File: src/rtl/note_scroller_if.sv
// Signal bundle between a song source and the note_scroller block.
// With NOTE_SCROLLER_PAUSE_EN defined the bundle also carries a pause request.
interface note_scroller_if #(
  parameter int WINDOW = 16
);
  logic                 start;
  logic [99:0]          song_red;
  logic [99:0]          song_blue;
  logic [99:0]          song_yellow;
  logic [7:0]           song_total_notes;
`ifdef NOTE_SCROLLER_PAUSE_EN
  logic                 pause;
`endif

  logic                 busy;
  logic                 done;
  logic                 beat_tick;
  logic                 hit_red;
  logic                 hit_blue;
  logic                 hit_yellow;
  logic [WINDOW-1:0]    win_red;
  logic [WINDOW-1:0]    win_blue;
  logic [WINDOW-1:0]    win_yellow;
  logic [6:0]           beat_index;
  logic [7:0]           notes_remaining;

  modport master (
`ifdef NOTE_SCROLLER_PAUSE_EN
    output pause,
`endif
    output start, song_red, song_blue, song_yellow, song_total_notes,
    input  busy, done, beat_tick, hit_red, hit_blue, hit_yellow,
    input  win_red, win_blue, win_yellow, beat_index, notes_remaining
  );

  modport slave (
`ifdef NOTE_SCROLLER_PAUSE_EN
    input  pause,
`endif
    input  start, song_red, song_blue, song_yellow, song_total_notes,
    output busy, done, beat_tick, hit_red, hit_blue, hit_yellow,
    output win_red, win_blue, win_yellow, beat_index, notes_remaining
  );
endinterface

File: src/rtl/note_scroller.sv
// Three-lane note scroller: loads a 100-beat song and shifts it through a hit zone once per beat.
// Optional macro NOTE_SCROLLER_PAUSE_EN adds a pause input that freezes scrolling while in RUN.
module note_scroller #(
  parameter int BEAT_DIV = 12500000,
  parameter int WINDOW   = 16
) (
  input  logic           clk,
  input  logic           resetn,
  note_scroller_if.slave bus
);

  localparam int SONG_LEN = 100;
  localparam int DIV_W    = $clog2(BEAT_DIV);
  localparam logic [DIV_W-1:0] DIV_LAST = DIV_W'(BEAT_DIV - 1);
  localparam logic [6:0]       LAST_BEAT = 7'(SONG_LEN - 1);

  typedef enum logic [1:0] {
    IDLE = 2'd0,
    RUN  = 2'd1,
    DONE = 2'd2
  } state_t;

  state_t                state_q;
  state_t                state_d;
  logic [DIV_W-1:0]      div_q;
  logic [SONG_LEN-1:0]   lane_red_q;
  logic [SONG_LEN-1:0]   lane_blue_q;
  logic [SONG_LEN-1:0]   lane_yellow_q;
  logic [6:0]            beat_q;
  logic [7:0]            notes_q;
  logic                  tick_q;

  logic                  load;
  logic                  stall;
  logic                  advance;
  logic                  last_beat;
  logic [1:0]            hit_cnt;
  logic [7:0]            notes_next;

`ifdef NOTE_SCROLLER_PAUSE_EN
  assign stall = bus.pause;
`else
  assign stall = 1'b0;
`endif

  // A load is only honoured outside RUN; a start during RUN is dropped.
  assign load      = (state_q != RUN) && bus.start;
  assign advance   = (state_q == RUN) && !stall && (div_q == DIV_LAST);
  assign last_beat = (beat_q == LAST_BEAT);

  // Notes leaving the hit zone on this advance, then a saturating subtract.
  assign hit_cnt    = {1'b0, lane_red_q[SONG_LEN-1]}
                    + {1'b0, lane_blue_q[SONG_LEN-1]}
                    + {1'b0, lane_yellow_q[SONG_LEN-1]};
  assign notes_next = (notes_q < {6'b0, hit_cnt}) ? 8'd0 : notes_q - {6'b0, hit_cnt};

  // NOTE: always_comb assigns every output a default first so no path leaves state_d unassigned (no latch).
  always_comb begin
    state_d = state_q;
    unique case (state_q)
      IDLE:    if (bus.start) state_d = RUN;
      RUN:     if (advance && last_beat) state_d = DONE;
      DONE:    if (bus.start) state_d = RUN;
      default: state_d = IDLE;
    endcase
  end

  // NOTE: sequential state uses non-blocking (<=) so every register samples pre-edge values.
  always_ff @(posedge clk or negedge resetn) begin
    if (!resetn) state_q <= IDLE;
    else         state_q <= state_d;
  end

  always_ff @(posedge clk or negedge resetn) begin
    if (!resetn) begin
      div_q   <= '0;
      beat_q  <= '0;
      notes_q <= '0;
      tick_q  <= 1'b0;
    end else begin
      tick_q <= advance;
      if (load) begin
        div_q   <= '0;
        beat_q  <= '0;
        notes_q <= bus.song_total_notes;
      end else if (state_q == RUN && !stall) begin
        div_q <= advance ? '0 : div_q + DIV_W'(1);
        if (advance) begin
          beat_q  <= beat_q + 7'd1;
          notes_q <= notes_next;
        end
      end
    end
  end

  // NOTE: the lane registers are wide but still reset, because the window outputs must read zero in reset.
  always_ff @(posedge clk or negedge resetn) begin
    if (!resetn) begin
      lane_red_q    <= '0;
      lane_blue_q   <= '0;
      lane_yellow_q <= '0;
    end else if (load) begin
      lane_red_q    <= bus.song_red;
      lane_blue_q   <= bus.song_blue;
      lane_yellow_q <= bus.song_yellow;
    end else if (advance) begin
      if (last_beat) begin
        lane_red_q    <= '0;
        lane_blue_q   <= '0;
        lane_yellow_q <= '0;
      end else begin
        lane_red_q    <= {lane_red_q[SONG_LEN-2:0], 1'b0};
        lane_blue_q   <= {lane_blue_q[SONG_LEN-2:0], 1'b0};
        lane_yellow_q <= {lane_yellow_q[SONG_LEN-2:0], 1'b0};
      end
    end
  end

  // Everything visible comes straight off a register.
  assign bus.busy            = (state_q == RUN);
  assign bus.done            = (state_q == DONE);
  assign bus.beat_tick       = tick_q;
  assign bus.hit_red         = lane_red_q[SONG_LEN-1];
  assign bus.hit_blue        = lane_blue_q[SONG_LEN-1];
  assign bus.hit_yellow      = lane_yellow_q[SONG_LEN-1];
  assign bus.win_red         = lane_red_q[SONG_LEN-1 -: WINDOW];
  assign bus.win_blue        = lane_blue_q[SONG_LEN-1 -: WINDOW];
  assign bus.win_yellow      = lane_yellow_q[SONG_LEN-1 -: WINDOW];
  assign bus.beat_index      = beat_q;
  assign bus.notes_remaining = notes_q;

endmodule
File: src/flat_wrapper.sv
// flat-port wrapper written by rule: the top's interface ports become plain ports
module note_scroller_flat 
#(
  parameter int BEAT_DIV = 12500000,
  parameter int WINDOW   = 16
)
  (clk, resetn, bus_start, bus_song_red, bus_song_blue, bus_song_yellow, bus_song_total_notes, bus_busy, bus_done, bus_beat_tick, bus_hit_red, bus_hit_blue, bus_hit_yellow, bus_win_red, bus_win_blue, bus_win_yellow, bus_beat_index, bus_notes_remaining);
  note_scroller_if #(.WINDOW(WINDOW)) bus_i ();
  input  logic clk;
  input  logic resetn;
  input wire logic [$bits(bus_i.start)-1:0] bus_start;
  input wire logic [$bits(bus_i.song_red)-1:0] bus_song_red;
  input wire logic [$bits(bus_i.song_blue)-1:0] bus_song_blue;
  input wire logic [$bits(bus_i.song_yellow)-1:0] bus_song_yellow;
  input wire logic [$bits(bus_i.song_total_notes)-1:0] bus_song_total_notes;
  output wire logic [$bits(bus_i.busy)-1:0] bus_busy;
  output wire logic [$bits(bus_i.done)-1:0] bus_done;
  output wire logic [$bits(bus_i.beat_tick)-1:0] bus_beat_tick;
  output wire logic [$bits(bus_i.hit_red)-1:0] bus_hit_red;
  output wire logic [$bits(bus_i.hit_blue)-1:0] bus_hit_blue;
  output wire logic [$bits(bus_i.hit_yellow)-1:0] bus_hit_yellow;
  output wire logic [$bits(bus_i.win_red)-1:0] bus_win_red;
  output wire logic [$bits(bus_i.win_blue)-1:0] bus_win_blue;
  output wire logic [$bits(bus_i.win_yellow)-1:0] bus_win_yellow;
  output wire logic [$bits(bus_i.beat_index)-1:0] bus_beat_index;
  output wire logic [$bits(bus_i.notes_remaining)-1:0] bus_notes_remaining;
  assign bus_i.start = bus_start;
  assign bus_i.song_red = bus_song_red;
  assign bus_i.song_blue = bus_song_blue;
  assign bus_i.song_yellow = bus_song_yellow;
  assign bus_i.song_total_notes = bus_song_total_notes;
  assign bus_busy = bus_i.busy;
  assign bus_done = bus_i.done;
  assign bus_beat_tick = bus_i.beat_tick;
  assign bus_hit_red = bus_i.hit_red;
  assign bus_hit_blue = bus_i.hit_blue;
  assign bus_hit_yellow = bus_i.hit_yellow;
  assign bus_win_red = bus_i.win_red;
  assign bus_win_blue = bus_i.win_blue;
  assign bus_win_yellow = bus_i.win_yellow;
  assign bus_beat_index = bus_i.beat_index;
  assign bus_notes_remaining = bus_i.notes_remaining;
  note_scroller #(.BEAT_DIV(BEAT_DIV), .WINDOW(WINDOW)) u_core (.clk(clk), .resetn(resetn), .bus(bus_i));
endmodule
File: config.mk
export PLATFORM = sky130hd
export DESIGN_NAME = note_scroller_flat
export DESIGN_NICKNAME = d
export VERILOG_FILES = /design/src/rtl/note_scroller_if.sv /design/src/rtl/note_scroller.sv /design/src/flat_wrapper.sv
export SDC_FILE = /design/constraint.sdc
export NUM_CORES = 1
export LEC_CHECK = 0
export ABC_CLOCK_PERIOD_IN_PS = 5900
export CAP_MARGIN = 10
export CORE_MARGIN = 10
export CORE_UTILIZATION = 40
export DETAILED_ROUTE_END_ITERATION = 8
export PLACE_DENSITY_LB_ADDON = 0.12
export SYNTH_ARGS = -nofsm -noshare
export SYNTH_HDL_FRONTEND = slang
export SYNTH_SLANG_ARGS = --single-unit
File: constraint.sdc
create_clock -name clk -period 5.9 [get_ports clk]
set_input_delay 0.59 -clock clk [delete_from_list [all_inputs] [get_ports clk]]
set_output_delay 0.59 -clock clk [all_outputs]
set_load 0.01 [all_outputs]
==> out/results.ini <==
[cells_and_area]
multiInputGateArea_sq_mm=0.00688
nNetsFinal=2503
layout-drive-gt1-share_pct=3.76
cell_area_after_layout_sq_mm=0.0214
most_common_cell_after_layout_fill_and_taps_aside=sky130_fd_sc_hd__clkdlybuf4s50_1
syn2layout_area_growth_pct=29.9
fillcell_total=3842
most_used_cells_in_the_layout_excluding_fill_and_tap_cells=sky130_fd_sc_hd__clkdlybuf4s50_1, sky130_fd_sc_hd__dfrtp_1, sky130_fd_sc_hd__nand2_1, sky130_fd_sc_hd__nor2_1, sky130_fd_sc_hd__nand3_1
area.sequential_sq_mm=0.00856

[placement]
postPlaceCellArea_sq_mm=0.0201
buffer_ports.inserted=379
pre_cts_slack_ns=2.46
place_hpwl_um=32800
gpl.final_weighted_congestion=0.818

[floorplan]
die_area_sq_mm=0.0497
floorplan.rows=74
floorplan.initialDensity_pct=40.4
die_x_um=223
floorplan.core_area_sq_mm=0.0407
floorplan.die.height_um=223
design.portCount=380

[logic_synthesis]
yosys.area_share.simple_pct=27.2
synth_top_family_by_area=simple AND/OR/NAND/NOR gates
synth.avg_cell_area_sq_um=8.36
seq_area_frac_synth_pct=52.0
yosysWarnings=0
yosys-mux-area-fraction_pct=0.0608
synth.cell_area_sq_mm=0.0165
post_synthesis_sequential_element_count=342
synth_xor_xnor_area_share_pct=1.01
syn_nets=2288
synth_compound_gate_area_share_pct=12.8
yosys.area_share.adder_pct=0.547
synth_cells=1971
synthDistinctLibCells=42

[global_route]
antenna_found_initial=16
grtUsageTotal_pct=19.7
pin_count_of_the_biggest_net_entering_global_routing=198
grt.overflow.total=0
via_count_of_the_first_global_routing_pass=14684
global_route_wire_length_before_repair_um=81400

[timing]
worst-slew-pin-transition_ns=1.15
fmaxAchievable_ghz=0.283
max_slew_margin_pct=23.3
post-route-min-period_ns=3.53
grt_setup_unrepaired=no
fin_ws_ns=2.37
totalNegativeSetupSlack_ns=0
final-max-slew-violation-count=0
timing_hold_violations_final=0
final-setup-viol-count=0
final_cycle_share_pct=59.9
skew_ns=0.0134
timing.hold.ws_ns=0.502

[drt]
drt_wl_total_um=51300
dr_total_vias=15184
via_per_inst=5.53
drt_first_iter_violations=1451
route.detailed.wl_per_inst_um=18.7
drt_drc_violations_left=0
antenna_violating_nets_post_route=0
first_pass_iters=5

[cts]
worst_setup_hold_path_clk_slew_ns=0.06
worst_skew_pair.late_latency_ns=0.54
cts-root-to-sink-buffers=3
htreeDepth=2
cts-resized-gates=0
tritoncts=done
cts_sink_cnt=342
numCtsBuffers=40
root_buffer=sky130_fd_sc_hd__clkbuf_16

[job]
cap_violations=0

[pwr]
fin_total_pwr_mw=5.04
power_density_mw_per_mm2=235
vdd.ir_drop.worst_mv=0.139
p_leak_nw=9.17

[hold_path]
timing.hold.worst.class=reg -> reg

[setup_path]
crit_slowest_cell=sky130_fd_sc_hd__or4_4
worst-endpoint-required_ns=6.27
critPathMaxFanout=82
slowest_stage_delay_cp_ns=0.95
worst_setup_path_end_kind=flop
critPathLaunchType=flop
cp_data_arrival_time_ns=3.90
path_cells=nand2b_1, inv_1, nand3_1, or4_4, nand2_1, o221ai_1
criticalPathCategory=reg -> reg

[outcome]
outcome=finished clean

stage by stage:
step                cells  util [%]
floorplan            1971         -
global placement     2675      49.4
detailed placement   2675      49.4
CTS                  2740      52.5
global route         2743      52.5
finish               2745      52.5
worst paths after layout:
| path | startpoint | slack [ns] | end | cells past startpoint |
|---|---|---|---|---|
| max | u_core.state_q[1] | 2.37 | u_core.bus.notes_remaining[0] | 6 |
| min | u_core.state_q[0] | 0.50 | u_core.state_q[0] | 1 |
| max reg2reg | u_core.state_q[1] | 2.37 | u_core.bus.notes_remaining[0] | 6 |
| min reg2reg | u_core.state_q[0] | 0.50 | u_core.state_q[0] | 1 |
| max in group asynchronous | resetn | 4.09 | u_core.lane_blue_q[53] | 3 |
| min in group asynchronous | resetn | 0.54 | u_core.lane_red_q[16] | 2 |
worst max-delay path, delay by kind of cell, from the launching register on:
family / cells / cell delay, ns
AO/OA/AOI/OAI: 1 / 0.24
buffers and inverters: 1 / 0.40
flip-flops: 1 / 0.36
AND/OR/NAND/NOR: 4 / 2.26
layer usage:
| metal | global-route usage, % | up-vias | share of wire (%) |
|---|---|---|---|
| met5 | 0 | - | 0.26 |
| met4 | 5.32 | 20 | 1.7 |
| met3 | 5.84 | 76 | 7.5 |
| met2 | 30.8 | 432 | 47 |
| met1 | 26.2 | 7428 | 44 |
| li1 | - | 7228 | - |
Yosys cell counts:
cell | instances | area share (%)
sky130_fd_sc_hd__o21ai_0 | 11 | 0.33
sky130_fd_sc_hd__xnor2_1 | 11 | 0.58
sky130_fd_sc_hd__nor2_1 | 332 | 7.6
sky130_fd_sc_hd__o211a_1 | 1 | 0.061
sky130_fd_sc_hd__nand3_1 | 317 | 9.6
sky130_fd_sc_hd__or3_1 | 4 | 0.15
sky130_fd_sc_hd__nand4_1 | 11 | 0.42
sky130_fd_sc_hd__or3_2 | 1 | 0.046
sky130_fd_sc_hd__nand2_1 | 333 | 7.6
sky130_fd_sc_hd__ha_1 | 4 | 0.30
sky130_fd_sc_hd__or2_2 | 2 | 0.076
sky130_fd_sc_hd__inv_1 | 6 | 0.14
sky130_fd_sc_hd__or4_4 | 2 | 0.14
sky130_fd_sc_hd__clkbuf_1 | 150 | 3.4
sky130_fd_sc_hd__a31oi_1 | 297 | 11
sky130_fd_sc_hd__a21o_1 | 2 | 0.091
sky130_fd_sc_hd__mux2i_1 | 1 | 0.061
sky130_fd_sc_hd__nor4b_1 | 4 | 0.21
sky130_fd_sc_hd__nor3_1 | 6 | 0.18
sky130_fd_sc_hd__o221ai_1 | 2 | 0.11
sky130_fd_sc_hd__o2111ai_1 | 2 | 0.11
sky130_fd_sc_hd__buf_4 | 48 | 2.2
sky130_fd_sc_hd__o22ai_1 | 1 | 0.038
sky130_fd_sc_hd__and4_1 | 2 | 0.11
sky130_fd_sc_hd__and3_1 | 5 | 0.19
sky130_fd_sc_hd__nor2b_1 | 5 | 0.19
sky130_fd_sc_hd__nand2b_1 | 4 | 0.15
sky130_fd_sc_hd__buf_2 | 24 | 0.73
sky130_fd_sc_hd__a31o_2 | 1 | 0.053
sky130_fd_sc_hd__o2111a_1 | 1 | 0.068
sky130_fd_sc_hd__and2_1 | 3 | 0.11
sky130_fd_sc_hd__o211ai_1 | 6 | 0.27
sky130_fd_sc_hd__xor2_1 | 8 | 0.43
sky130_fd_sc_hd__or4_1 | 2 | 0.091
sky130_fd_sc_hd__o31ai_1 | 2 | 0.091
sky130_fd_sc_hd__dfrtp_1 | 342 | 52
sky130_fd_sc_hd__or3b_1 | 1 | 0.053
sky130_fd_sc_hd__a21oi_1 | 8 | 0.24
sky130_fd_sc_hd__nor4_1 | 5 | 0.19
sky130_fd_sc_hd__or4b_1 | 1 | 0.061
sky130_fd_sc_hd__fa_1 | 2 | 0.24
sky130_fd_sc_hd__o21bai_1 | 1 | 0.046
state kept, by name (all words and copies together), names as in the netlist:
signal                      cells
u_core.lane_blue_q            100
u_core.bus.beat_tick            1
u_core.bus.beat_index           7
u_core.div_q                   24
u_core.state_q                  2
u_core.bus.notes_remaining      8
u_core.lane_yellow_q          100
u_core.lane_red_q             100
timing repair:
item | 4_1_cts | 5_1_grt
buffers inserted | 0 | 0
hold buffers | 1 | 0
hold endpoints to repair | 49 | 0
cell type report:
cell class	count	area share (%)
sequential	342	40.0
multi-input combinational	1401	32.2
timing repair buffer	395	18.8
clock buffer	56	5.43
tap	532	3.11
clock inverter	8	0.322
inverter	6	0.105
antenna	5	0.0585
logic make-up after synthesis:
group           Yosys count
mux                       1
simple gates           1040
compound gates          335
fa+ha+maj                 6
buf+inv                 228
xor+xnor                 19
flops                   342
report_power, final:
part	total [mW]	switching [mW]	internal (mW)
clock network	2.37	0.965	1.40
registers	2.36	0.00631	2.35
logic	0.309	0.113	0.196
total	5.04	1.08	3.95
Power figures use the tool's default switching activity.
